$ cat src/rtl/writeback_retire_unit.sv
// Writeback/retire stage: aligns and extends load data, resolves same-cycle register-file
// write conflicts, drops r0 writes, counts retired instructions and runs the SYSCALL halt sequence.
module writeback_retire_unit #(
    parameter int unsigned NUM_CH    = 2,
    parameter int unsigned DATA_W    = 32,
    parameter int unsigned REG_AW    = 5,
    parameter int unsigned DRAIN_CYC = 2,
    parameter int unsigned CNT_W     = 32
) (
    input  logic                       clock,
    input  logic                       reset,
    input  logic [NUM_CH-1:0]          in_valid,
    input  logic [NUM_CH-1:0]          in_reg_write,
    input  logic [NUM_CH*REG_AW-1:0]   in_reg_dst,
    input  logic [NUM_CH*DATA_W-1:0]   in_result,
    input  logic [NUM_CH-1:0]          in_is_load,
    input  logic [NUM_CH*2-1:0]        in_load_size,
    input  logic [NUM_CH-1:0]          in_load_unsigned,
    input  logic [NUM_CH*3-1:0]        in_byte_off,
    input  logic [NUM_CH-1:0]          in_is_syscall,
    output logic [NUM_CH-1:0]          wb_en,
    output logic [NUM_CH*REG_AW-1:0]   wb_dst,
    output logic [NUM_CH*DATA_W-1:0]   wb_data,
    output logic [CNT_W-1:0]           retired_count,
    output logic                       halt_pending,
    output logic                       halted
);

    localparam int unsigned OFF_MASK = DATA_W / 8 - 1;
    localparam int unsigned DCW      = (DRAIN_CYC > 0) ? $clog2(DRAIN_CYC + 1) : 1;

    typedef enum logic [1:0] {
        ST_RUN,
        ST_DRAIN,
        ST_HALT
    } state_t;

    state_t                     state_q, state_d;
    logic [DCW-1:0]             drain_q, drain_d;
    logic [CNT_W-1:0]           count_q, count_d;
    logic [NUM_CH-1:0]          wb_en_q, wb_en_d;
    logic [NUM_CH*REG_AW-1:0]   wb_dst_q;
    logic [NUM_CH*DATA_W-1:0]   wb_data_q, wb_data_d;
    logic [NUM_CH-1:0]          killed, retire, cand;
    logic                       sys_seen, sys_retire, run;

    function automatic logic [DATA_W-1:0] align_load(
        input logic [DATA_W-1:0] raw,
        input logic [2:0]        off,
        input logic [1:0]        size,
        input logic              uns
    );
        logic [2:0]        offm;
        logic [DATA_W-1:0] sh;
        logic [DATA_W-1:0] keep;
        logic              sb;
        offm = off & 3'(OFF_MASK);
        sh   = raw >> {offm, 3'b000};
        case (size)
            2'd0:    begin keep = DATA_W'(8'hFF);         sb = sh[7];        end
            2'd1:    begin keep = DATA_W'(16'hFFFF);      sb = sh[15];       end
            2'd2:    begin keep = DATA_W'(32'hFFFF_FFFF); sb = sh[31];       end
            default: begin keep = '1;                     sb = sh[DATA_W-1]; end
        endcase
        return (sh & keep) | ({DATA_W{sb & ~uns}} & ~keep);
    endfunction

    assign run = (state_q == ST_RUN);

    always_comb begin
        killed     = '0;
        retire     = '0;
        cand       = '0;
        wb_en_d    = '0;
        wb_data_d  = '0;
        sys_seen   = 1'b0;
        count_d    = count_q;
        // Everything younger than the oldest valid SYSCALL in the bundle is squashed.
        for (int unsigned i = 0; i < NUM_CH; i++) begin
            killed[i] = sys_seen;
            if (in_valid[i] && in_is_syscall[i]) sys_seen = 1'b1;
        end
        for (int unsigned i = 0; i < NUM_CH; i++) begin
            retire[i] = in_valid[i] & ~killed[i] & run;
            cand[i]   = retire[i] & in_reg_write[i] & ~in_is_syscall[i]
                      & (in_reg_dst[i*REG_AW +: REG_AW] != '0);
            count_d   = count_d + CNT_W'(retire[i]);
            wb_data_d[i*DATA_W +: DATA_W] = in_is_load[i]
                ? align_load(in_result[i*DATA_W +: DATA_W], in_byte_off[i*3 +: 3],
                             in_load_size[i*2 +: 2], in_load_unsigned[i])
                : in_result[i*DATA_W +: DATA_W];
        end
        wb_en_d = cand;
        for (int unsigned i = 0; i < NUM_CH; i++) begin
            for (int unsigned j = i + 1; j < NUM_CH; j++) begin
                if (cand[j] && in_reg_dst[i*REG_AW +: REG_AW] == in_reg_dst[j*REG_AW +: REG_AW])
                    wb_en_d[i] = 1'b0;
            end
        end
        sys_retire = sys_seen & run;
    end

    always_comb begin
        state_d = state_q;
        drain_d = drain_q;
        case (state_q)
            ST_RUN: begin
                if (sys_retire) begin
                    if (DRAIN_CYC == 0) begin
                        state_d = ST_HALT;
                    end else begin
                        state_d = ST_DRAIN;
                        drain_d = DCW'(DRAIN_CYC);
                    end
                end
            end
            ST_DRAIN: begin
                // Leave on the edge where the count would hit zero so halted rises DRAIN_CYC edges after SYSCALL.
                if (drain_q <= DCW'(1)) begin
                    state_d = ST_HALT;
                    drain_d = '0;
                end else begin
                    drain_d = drain_q - DCW'(1);
                end
            end
            ST_HALT: state_d = ST_HALT;
            default: state_d = ST_RUN;
        endcase
    end

    always_ff @(posedge clock or negedge reset) begin
        if (!reset) begin
            state_q   <= ST_RUN;
            drain_q   <= '0;
            count_q   <= '0;
            wb_en_q   <= '0;
            wb_dst_q  <= '0;
            wb_data_q <= '0;
        end else begin
            state_q   <= state_d;
            drain_q   <= drain_d;
            count_q   <= count_d;
            wb_en_q   <= wb_en_d;
            wb_dst_q  <= in_reg_dst;
            wb_data_q <= wb_data_d;
        end
    end

    assign wb_en         = wb_en_q;
    assign wb_dst        = wb_dst_q;
    assign wb_data       = wb_data_q;
    assign retired_count = count_q;
    assign halt_pending  = (state_q == ST_DRAIN);
    assign halted        = (state_q == ST_HALT);

endmodule
$ cat config.mk
export PLATFORM = sky130hd
export DESIGN_NAME = writeback_retire_unit
export DESIGN_NICKNAME = d
export VERILOG_FILES = /design/src/rtl/writeback_retire_unit.sv
export SDC_FILE = /design/constraint.sdc
export NUM_CORES = 1
export LEC_CHECK = 0
export CAP_MARGIN = 30
export CORE_MARGIN = 2
export CORE_UTILIZATION = 48
export DETAILED_ROUTE_END_ITERATION = 7
export PLACE_DENSITY_LB_ADDON = 0.12
export REMOVE_ABC_BUFFERS = 1
export SYNTH_ARGS = -nofsm -noshare
export SYNTH_HDL_FRONTEND = slang
export SYNTH_SLANG_ARGS = --single-unit
$ cat constraint.sdc
create_clock -name clock -period 5.8 [get_ports clock]
set_input_delay 1.74 -clock clock [delete_from_list [all_inputs] [get_ports clock]]
set_output_delay 1.74 -clock clock [all_outputs]
set_load 0.02 [all_outputs]
### Word-level counts from Yosys, hierarchy flattened

Cells that the tools add are included.

* word-level logic and storage cells: 70
* flip-flop bits (word level): 112
* input bits: 96
* output and inout port bits: 110

* add/sub/neg operators: 3
* shift operators: 2
* eq/ne operators: 7
* bitwise logic cells: 25
* mux-type cells: 15
* $lt $le $gt $ge: 1
* reductions and logical operators: 11

Operators with widths (count)
* bitwise AND 32 bit: 4
* case mux 32 bit (2 select lines): 2
* adder 32 x 1 -> 32 bit: 2
* 2-to-1 mux 32 bit: 2
* NOT 32 bit: 2
* OR 32 bit: 2
* right shift 32 x 5 -> 32 bit: 2
* bitwise AND 1 bit: 12
* nonzero test 5 bit: 2
* 2-to-1 mux 2 bit: 4
* == test 2 x 1 -> 1 bit, second input constant: 3
* zero test 2 bit: 3
* case mux 2 bit (3 select lines): 1
* == test 5 bit: 1
* NOT 1 bit: 5
* case mux 1 bit (2 select lines): 2
* case mux 2 bit (2 select lines): 1
* AND reduction 2 bit: 2
* logical AND 1 bit: 3
* 2-to-1 mux 1 bit: 3
* == test 2 bit, second input constant: 1
* less-or-equal comparator 2 x 1 -> 1 bit, second input constant: 1
* inequality test 2 x 1 -> 1 bit, second input constant: 1
* inequality test 2 bit, second input constant: 1
* other kinds (2): 2

### Logic depth before layout (Yosys ltp)

Gate-level depths: netlist of the first run.

* depth after elaboration: 10
* mapped depth: 12
* depth with buffers taken out: 11

### Worst setup path before layout of the first run

No wires, ideal clock.

* path kind: input-to-reg
* from: in in_valid[0]
* to: reg count_q[22], in the netlist retired_count[22]
* stages on the path: 10
* slack: 2108 ps
* arrival time: 3562 ps
* buffers on the path: 1
* setup time: 131 ps
* required time: 5669 ps
* path through: a21boi_0 nand2_1 fa_1 inv_1 ha_1 and4_1 and2_0 clkbuf_1 nand4_1 xnor2_1

* longest elaborated chain between the ends: 6
* elaborated cells between the ends (all ways): 8
* classes of those cells: 2 x add/sub; 1 x mux; 4 x bitwise; 1 x reduce/logical

Ends and longest elaborated chain
* start: declaration: line 12 `input logic [NUM_CH-1:0] in_valid,`
* branches (longest 5 deep; another with adder 32 x 1 -> 32 bit)
* adder 32 x 1 -> 32 bit *: line 87 `count_d = count_d + CNT_W'(retire[i]);`
* named net count_d[22]: line 40 `logic [CNT_W-1:0] count_q, count_d;`
* end signal: assignment: line 142 `count_q <= count_d;`
* end: declaration: line 40

Mark *: on every way through the listed nets, which the timed path passes.
A chain may end at the register's enable or synchronous reset.

### Final worst setup path of the first run

* from: in in_valid[0]
* to: reg count_q[18], in the netlist retired_count[18]

The elaborated chain is that of the path after synthesis.

==> results of run 1 <==
[worst max path at each step]
stage / from / to / slack [ns]
after global placement: in_valid[0] / retired_count[28] / 1.43
after global routing: in_valid[0] / retired_count[28] / 1.58
final: in_valid[0] / retired_count[18] / 1.77
after floorplan: in_valid[0] / retired_count[22] / 2.15
after detailed placement: in_valid[0] / retired_count[22] / 1.41
after CTS: in_valid[0] / retired_count[18] / 1.76
[per-stage QoR]
| step | cell area [µm²] | worst slack, ns | cells |
|---|---|---|---|
| after floorplan | 5403 | 2.152 | 509 |
| after global placement | 7664 | 1.432 | 862 |
| after detailed placement | 7664 | 1.412 | 862 |
| after CTS | 7971 | 1.765 | 878 |
| after global routing | 7971 | 1.579 | 878 |
| final | 7971 | 1.770 | 878 |
[layout by cell type (no fill, tap or decap), types with 3 or more instances in the layout]
cell             netlist  final
clkbuf_16              0      9
dfrtp_1              112    112
clkdlybuf4s50_1        0    202
a21oi_1               16     16
nor2b_1               11     11
nand4_1               14     14
o221ai_1              15     15
inv_1                 29     29
nand3_1               13     13
ha_1                   5      5
mux2i_1               32     32
o21ai_0               26     26
nand2b_1               4      4
a31oi_1               14     14
nor3_1                 8      8
o22a_1                 8      8
o221a_2               16     16
and4_1                 5      5
xor2_1                10     10
clkinv_4               0      3
nand2_1               75     75
or2_2                  9      9
o21ai_1                5      5
xnor2_1               26     26
nor2_1                21     21
and3_1                 5      5
buf_4                  2      8
[state kept, by name, indices dropped and copies added (netlist names)]
name and count:
wb_data 64, retired_count 32, wb_dst 10, drain_q 2
state_q 2, wb_en 2
[cells in the mapped netlist, types with 2 or more instances]
library cell,n
ha_1,5
a31oi_1,14
o221ai_1,15
nand4_1,14
buf_2,8
nand2b_1,4
nor2_1,21
xnor2_1,26
nor3_1,8
and3_1,5
dfrtp_1,112
and4_1,5
buf_4,2
o221a_2,16
a21oi_1,16
or4_1,2
nand2_1,75
or2_2,9
inv_1,29
o21ai_0,26
buf_1,2
o221ai_2,2
nand3_1,13
mux2i_1,32
buf_6,2
a21boi_0,2
xor2_1,10
nand4b_1,2
nor2b_1,11
clkbuf_1,16
o22a_1,8
a211o_1,2
o21ai_1,5
[critical path, delay by kind of cell]
family          cells  cell delay [ns]
simple gates        4             0.95
fa+ha+maj           2             0.63
buf+inv             2             0.49
compound gates      1             0.30
xor+xnor            1             0.18
[cell type report]
type	count	area share [%]
Clock buffer	10	2.998
Clock inverter	6	0.8633
Inverter	29	1.366
Multi-Input combinational cell	368	31.25
Sequential cell	112	35.16
Tap cell	143	2.245
Timing Repair Buffer	210	26.12
[cells by family (layout without fill, tap and decap cells)]
kind of cell | Yosys count | count (layout) | synth area share [%]
AOI/OAI and AO/OA | 115 | 115 | 15.67
xor gates and xnor gates | 36 | 36 | 5.683
adders and majority gates | 6 | 6 | 1.489
buffers and inverters | 59 | 255 | 4.578
DFF | 112 | 112 | 50.52
muxes | 33 | 33 | 5.977
and+or+nand+nor | 178 | 178 | 16.08
[power by group]
group	switching, µW	internal (µW)	total (µW)	leakage [µW]
clock network	290	349	639	0.000149
logic	315	283	598	0.00190
registers	47.7	859	907	0.00140
total	653	1490	2140	0.00345
[layer usage]
layer,share of wire (%),global-route usage [%]
met1,41,30.65
met2,50,41.26
met3,6.2,5.008
met4,2.6,11.36
met5,0,0
==> impl_metrics.csv, run 1 <==
group,metric,value,unit
synthesis,synth_edf_count,0,
placement,place_congestion,0.8802,
floorplan,ios,206,
final_layout,finish.net_count,832,
synthesis,synth.ff_latch_count,112,
sta,final-setup-viol-count,0,
synthesis,synth_cell_types,53,
setup_path,path_max_fanout,5,
setup_path,critical_path_class,"primary input to flop",
clock_network,cts_tree,"yes",
sta,max_freq,248.1,MHz
worst_hold_path,hp-start,"retired_count[31]",
route,num_vias,4881,
route,wl,15070,µm
route,drc,0,
placement,io_buffer_count,203,
clock_network,cts_hold_buffers,0,
final_layout,final_util,70.11,%
setup_path,cp-start-kind,"primary input",
setup_path,crit_chain,"clkdlybuf4s50_1, a21boi_0, nand2_1, fa_1, inv_1, ha_1, and4_1, nand3_1, nor3_1, xor2_1",
route,vias_per_cell,5.559,
sta,timing.final.crit_period,4.030,ns
floorplan,die_area,12430,µm²
synthesis,synth_top_cell_area_share,50.52,%
setup_path,crit_arrival,4.30,ns
run,cap_viol_max_count,0,
power_and_ir_drop,vdd_drop_max,0.2123,mV
clock_network,cts_setup_buffers,0,
synthesis,yosys.area.top_type,"dfrtp_1",
clock_network,cts_sinks,112,
final_layout,fillers,865,
clock_network,clk_latency,0.35,ns
worst_hold_path,holdCritPathClass,"flop to flop",
floorplan,die_h,111.5,µm
power_and_ir_drop,p_leak,0.003450,µW
grt,grt_first_pass_wirelength,24450,µm
final_layout,syn_to_final_growth,43.69,%
floorplan,rows,39,
grt,grt_max_degree,71,
sta,worst_pin_slew,0.9315,ns
synthesis,synth_seq_area_share,50.52,%
route,initialDrtViolationCount,345,
grt,grt_pass1_vias,4927,
final_layout,n_antenna_cell,0,
setup_path,reg2reg_to,"retired_count[18]",
final_layout,multi_input_area,2491,µm²
synthesis,postSynthCellCount,539,
sta,final_hold_viol_count,0,
setup_path,r2r_start,"state_q[1]",
synthesis,synth_flop_cell,"dfrtp_1",
setup_path,max_stage_delay,0.44,ns
synthesis,yosys_warnings,0,
final_layout,seqCellArea,2803,µm²
setup_path,cp_slowest_cell,"fa_1",
sta,worst_clock_skew,0.005675,ns
power_and_ir_drop,power_density,269.0,nW/µm²
setup_path,cp.required,6.07,ns
route,ant_nets,0,
clock_network,cts_buffer_depth,2,
synthesis,async_flop_share,100.0,%
grt,grt_antenna_before_repair,0,
setup_path,r2r_cells,11,
setup_path,end_kind,"flop",
placement,hpwl,10800,µm
sta,final.setup.tns,0,ns
worst_hold_path,hold_depth,1,
sta,finalCritPeriodShare,69.48,%
floorplan,die_w,111.5,µm
synthesis,synth_area_leaders,"dfrtp_1 (51%), mux2i_1 (5.8%), nand2_1 (5.1%), xnor2_1 (4.1%), o221a_2 (3.2%)",
grt,grt_overflow_total,0,
worst_hold_path,min_delay_worst_endpoint,"retired_count[31]",
sta,holdWs,0.4679,ns
floorplan,coreArea,11370,µm²
status,status,"completed",
synthesis,synth_area,5548,µm²
clock_network,cts_buffers,9,
sta,final_max_slew_viol_count,0,
synthesis,synth_area_per_cell,10.29,µm²
sta,slew_headroom,37.71,%
power_and_ir_drop,report.power.total,2144,µW
clock_network,path_clk_slew,0.07,ns
clock_network,cts_repair_resize_count,0,
route,drt_pass1_iterations,4,
grt,gr-usage-all-layers,24.55,%
final_layout,drive_above_1_share,7.891,%
clock_network,cts_htree_levels,3,
floorplan,start_util,48.79,%
sta,rsz0062_at_grt,"no",
route,wire_per_inst,17.16,µm
clock_network,cts-root-buf,"clkbuf_16",
setup_path,r2r_slack,2.85,ns
No activity file was read; power rests on OpenSTA's default activity.
==> run 2: changes to the inputs <==
CORE_UTILIZATION = 41   (was 48)
clock period = 3.7 ns   (was 5.8 ns; I/O delays follow)
==> impl_metrics.csv, run 2 (synthesis results as in run 1) <==
group,metric,value,unit
setup_path,cp.required,3.94,ns
clock_network,cts_buffers,9,
clock_network,cts_repair_resize_count,0,
sta,timing.final.crit_period,3.386,ns
final_layout,syn_to_final_growth,47.00,%
clock_network,clk_latency,0.36,ns
final_layout,n_antenna_cell,0,
sta,final_max_slew_viol_count,0,
final_layout,largest_reg_flops,64,
worst_hold_path,holdCritPathClass,"flop to flop",
final_layout,drive_above_1_share,9.613,%
setup_path,reg2reg_to,"retired_count[26]",
floorplan,start_util,41.89,%
sta,final_hold_viol_count,0,
final_layout,stdcell_count,925,
clock_network,cts_buffer_depth,2,
power_and_ir_drop,power_density,425.1,nW/µm²
route,wire_per_inst,17.14,µm
sta,rsz0062_at_grt,"no",
setup_path,path_max_fanout,6,
route,drt_pass1_iterations,4,
clock_network,path_clk_slew,0.08,ns
floorplan,coreArea,13240,µm²
clock_network,cts_setup_buffers,0,
route,drc,0,
power_and_ir_drop,p_leak,0.003534,µW
clock_network,cts_hold_buffers,0,
placement,dp.cells,909,
setup_path,r2r_slack,0.74,ns
worst_hold_path,hold_depth,1,
worst_hold_path,min_delay_worst_endpoint,"retired_count[31]",
grt,grt_antenna_before_repair,0,
placement,hpwl,11380,µm
grt,grt_pass1_vias,4858,
power_and_ir_drop,report.power.total,3467,µW
worst_hold_path,hp-start,"retired_count[31]",
grt,grt_first_pass_wirelength,25270,µm
placement,place_congestion,0.8680,
floorplan,ios,206,
floorplan,rows,42,
floorplan,die_w,120.3,µm
clock_network,cts-root-buf,"clkbuf_16",
sta,worst_pin_slew,0.8657,ns
sta,max_freq,295.3,MHz
route,wl,15850,µm
sta,finalWorstSetupSlack,0.3138,ns
sta,finalCritPeriodShare,91.52,%
final_layout,layout_commonest_cell,"clkdlybuf4s50_1",
sta,worst_clock_skew,0.008295,ns
placement,place_ws,-0.005665,ns
route,num_vias,4908,
power_and_ir_drop,vdd_drop_max,0.2717,mV
floorplan,die_area,14480,µm²
final_layout,design_area,8155,µm²
clock_network,cts_tree,"yes",
final_layout,finish.net_count,846,
run,cap_viol_max_count,0,
grt,grt_overflow_total,0,
route,ant_nets,0,
setup_path,crit_arrival,3.63,ns
setup_path,end_kind,"flop",
setup_path,cp-start-kind,"primary input",
sta,final-setup-viol-count,0,
route,vias_per_cell,5.306,
setup_path,r2r_cells,11,
clock_network,cts_sinks,112,
sta,slew_headroom,41.90,%
status,status,"completed",
floorplan,die_h,120.3,µm
setup_path,critical_path_class,"primary input to flop",
route,initialDrtViolationCount,297,
final_layout,mostFrequentLayoutCells,"clkdlybuf4s50_1 (202), dfrtp_1 (112), nand2_1 (75)",
grt,gr-usage-all-layers,22.35,%
placement,dpl_cell_area,7823,µm²
setup_path,r2r_start,"state_q[0]",
placement,io_buffer_count,203,
grt,grt_max_degree,61,
clock_network,cts_htree_levels,3,
[run 2: worst max-delay path, cell delays in order]
cell and delay (ns):
clkdlybuf4s50_1 0.43, a21boi_0 0.31, nand2_1 0.15, fa_1 0.42
inv_1 0.07, ha_1 0.16, and4_1 0.28, and2_0 0.36
nand3_1 0.16, xnor2_1 0.18
[run 2: report_power, final]
| part | total [µW] | leakage [µW] | switching, µW | internal (µW) |
|---|---|---|---|---|
| Combinational | 953 | 0.00197 | 490 | 463 |
| Clock | 1090 | 0.000160 | 484 | 609 |
| Sequential | 1420 | 0.00140 | 74.0 | 1350 |
[run 2: how the worst max path moves through the flow]
stage	endpoint	start	slack [ns]
floorplan	retired_count[22]	in_valid[0]	0.68
global placement	retired_count[22]	in_valid[0]	0.07
detailed placement	retired_count[28]	in_valid[0]	-0.006
CTS	retired_count[26]	in_valid[0]	0.31
global route	retired_count[26]	in_valid[0]	0.12
finish	retired_count[26]	in_valid[0]	0.31
[run 2: final cells by class]
| class | count | area (µm²) |
|---|---|---|
| fillers | 1137 | 5087 |
| flip-flops and latches | 112 | 2803 |
| multi-input cells | 368 | 2491 |
| repair buffers | 224 | 2200 |
| clock buffers | 9 | 225.2 |
| well taps | 176 | 220.2 |
| inverters | 29 | 108.9 |
| clock inverters | 7 | 107.6 |
[run 2: layer usage]
metal / global-route usage (%) / wire, µm / vias to the layer above
li1: - / - / 2327
met1: 27.63 / 6556 / 2406
met2: 37.68 / 8003 / 152
met3: 6.745 / 1006 / 23
met4: 6.904 / 284 / 0
met5: 0 / 0 / -
[run 2: metrics by stage]
step                hold WS [ns]  setup TNS (ns)  util [%]
detailed placement        0.4733       -0.005665     59.07
finish                    0.4749               0     61.58
global placement          0.4589               0     59.07
CTS                       0.4850               0     61.58
floorplan                 0.4680               0         -
global route              0.5009               0     61.58
==> run 3: changes to the inputs <==
CORE_ASPECT_RATIO = 1.4   (was default)
==> impl_metrics.csv, run 3 (synthesis results as in run 1) <==
group,metric,value,unit
floorplan,die_area,14490,µm²
power_and_ir_drop,clkPwrFrac,29.6,%
sta,final-setup-viol-count,0,
floorplan,rows,50,
route,dr_wl_met3,1195,µm
sta,slew_headroom,47.20,%
clock_network,cts_sinks,112,
status,status,"completed",
grt,grt_max_degree,49,
clock_network,clk_latency,0.36,ns
floorplan,ios,206,
final_layout,seqCellArea,2803,µm²
power_and_ir_drop,switching_share,30.44,%
clock_network,cts_hold_buffers,0,
grt,gr-usage-all-layers,22.16,%
power_and_ir_drop,vdd_drop_max,0.2494,mV
setup_path,cp-start-kind,"primary input",
sta,worst_clock_skew,0.008763,ns
route,initialDrtViolationCount,179,
floorplan,die_w,102.3,µm
sta,timing.final.crit_period,3.361,ns
grt,grt_antenna_before_repair,0,
final_layout,layout_commonest_cell,"clkdlybuf4s50_1",
placement,place_congestion,0.8216,
floorplan,coreArea,13330,µm²
sta,worst_pin_slew,0.7868,ns
placement,dp.cells,908,
final_layout,multi_input_area,2491,µm²
final_layout,final_util,60.64,%
route,num_vias,4933,
final_layout,stdcell_count,924,
sta,max_freq,297.5,MHz
final_layout,largest_reg_flops,64,
run,cap_viol_max_count,0,
grt,grt_overflow_total,0,
clock_network,path_clk_slew,0.07,ns
final_layout,finish.net_count,839,
clock_network,cts_setup_buffers,0,
clock_network,cts_htree_levels,3,
route,top_layer,"met4",
power_and_ir_drop,power_density,415.5,nW/µm²
final_layout,n_antenna_cell,0,
clock_network,cts_tree,"yes",
grt,grt_pass1_vias,5043,
floorplan,start_util,41.63,%
route,drt_pass1_iterations,5,
route,drc,0,
floorplan,die_h,141.6,µm
setup_path,end_kind,"flop",
setup_path,cp.required,3.94,ns
route,wl,15760,µm
sta,final.setup.tns,0,ns
final_layout,fillers,1129,
placement,hpwl,11560,µm
sta,finalCritPeriodShare,90.84,%
power_and_ir_drop,net-switching-power,1022,µW
power_and_ir_drop,seq_power_share,42.3,%
setup_path,path_max_fanout,6,
worst_hold_path,holdCritPathClass,"flop to flop",
route,vias_per_cell,5.339,
route,ant_nets,0,
power_and_ir_drop,pwr-share-comb,28.1,%
sta,final_max_slew_viol_count,0,
clock_network,cts-root-buf,"clkbuf_16",
grt,grt_first_pass_wirelength,24990,µm
setup_path,crit_arrival,3.60,ns
route,met1_length,6078,µm
sta,rsz0062_at_grt,"no",
final_layout,syn_to_final_growth,45.65,%
route,wire_per_inst,17.05,µm
placement,io_buffer_count,203,
setup_path,critical_path_class,"primary input to flop",
clock_network,cts_buffers,9,
power_and_ir_drop,p_leak,0.003487,µW
sta,final_hold_viol_count,0,
final_layout,mostFrequentLayoutCells,"clkdlybuf4s50_1 (202), dfrtp_1 (112), nand2_1 (75)",
route,wl_met2,8133,µm
final_layout,drive_above_1_share,8.760,%
clock_network,cts_repair_resize_count,0,
power_and_ir_drop,internal-power,2335,µW
sta,holdWs,0.4682,ns
clock_network,cts_buffer_depth,2,
run 3: layout make-up:
type | count | area share (%)
sequential | 112 | 34.69
tap | 182 | 2.818
clock inverter | 7 | 0.9600
multi-input combinational | 368 | 30.83
timing repair buffer | 217 | 26.57
inverter | 29 | 1.347
clock buffer | 9 | 2.787
run 3: power groups by stage:
| stage | sequential (µW) | clock (µW) | combinational (µW) |
|---|---|---|---|
| 2_1_floorplan | 1570 | 0 | 310 |
| 3_3_place_gp | 1440 | 0 | 925 |
| 3_5_place_dp | 1440 | 0 | 949 |
| 4_1_cts | 1420 | 1020 | 953 |
| 5_1_grt | 1430 | 1070 | 1030 |
| 6_report | 1420 | 993 | 945 |
run 3: critical path, cell delays in order:
cell             delay, ns
clkdlybuf4s50_1       0.42
a21boi_0              0.24
nand2_1               0.14
fa_1                  0.43
inv_1                 0.07
ha_1                  0.19
and4_1                0.32
and2_0                0.34
nand4_1               0.17
xnor2_1               0.17
run 3: path summary, 6_finish.rpt:
kind / endpoint / slack, ns / start / cells past startpoint
max: retired_count[22] / 0.34 / in_valid[0] / 10
min: retired_count[31] / 0.47 / retired_count[31] / 1
max reg2reg: retired_count[22] / 0.80 / state_q[0] / 11
min reg2reg: retired_count[31] / 0.47 / retired_count[31] / 1
max in group asynchronous: wb_data[16] / 2.24 / reset / 2
min in group asynchronous: wb_dst[1] / 0.76 / reset / 1
run 3: layer usage:
metal  vias up  track usage [%]
li1       2306                -
met1      2403            25.53
met5         -                0
met4         0            8.421
met2       197            38.75
met3        27            5.961
run 3: metrics by stage:
step / worst slack [ns] / instance area (µm²) / power (µW)
finish: 0.3388 / 8080 / 3357
global route: 0.1528 / 8080 / 3529
CTS: 0.3029 / 8080 / 3388
detailed placement: -0.0006346 / 7777 / 2392
global placement: 0.06536 / 7777 / 2363
floorplan: 0.6823 / 5403 / 1875
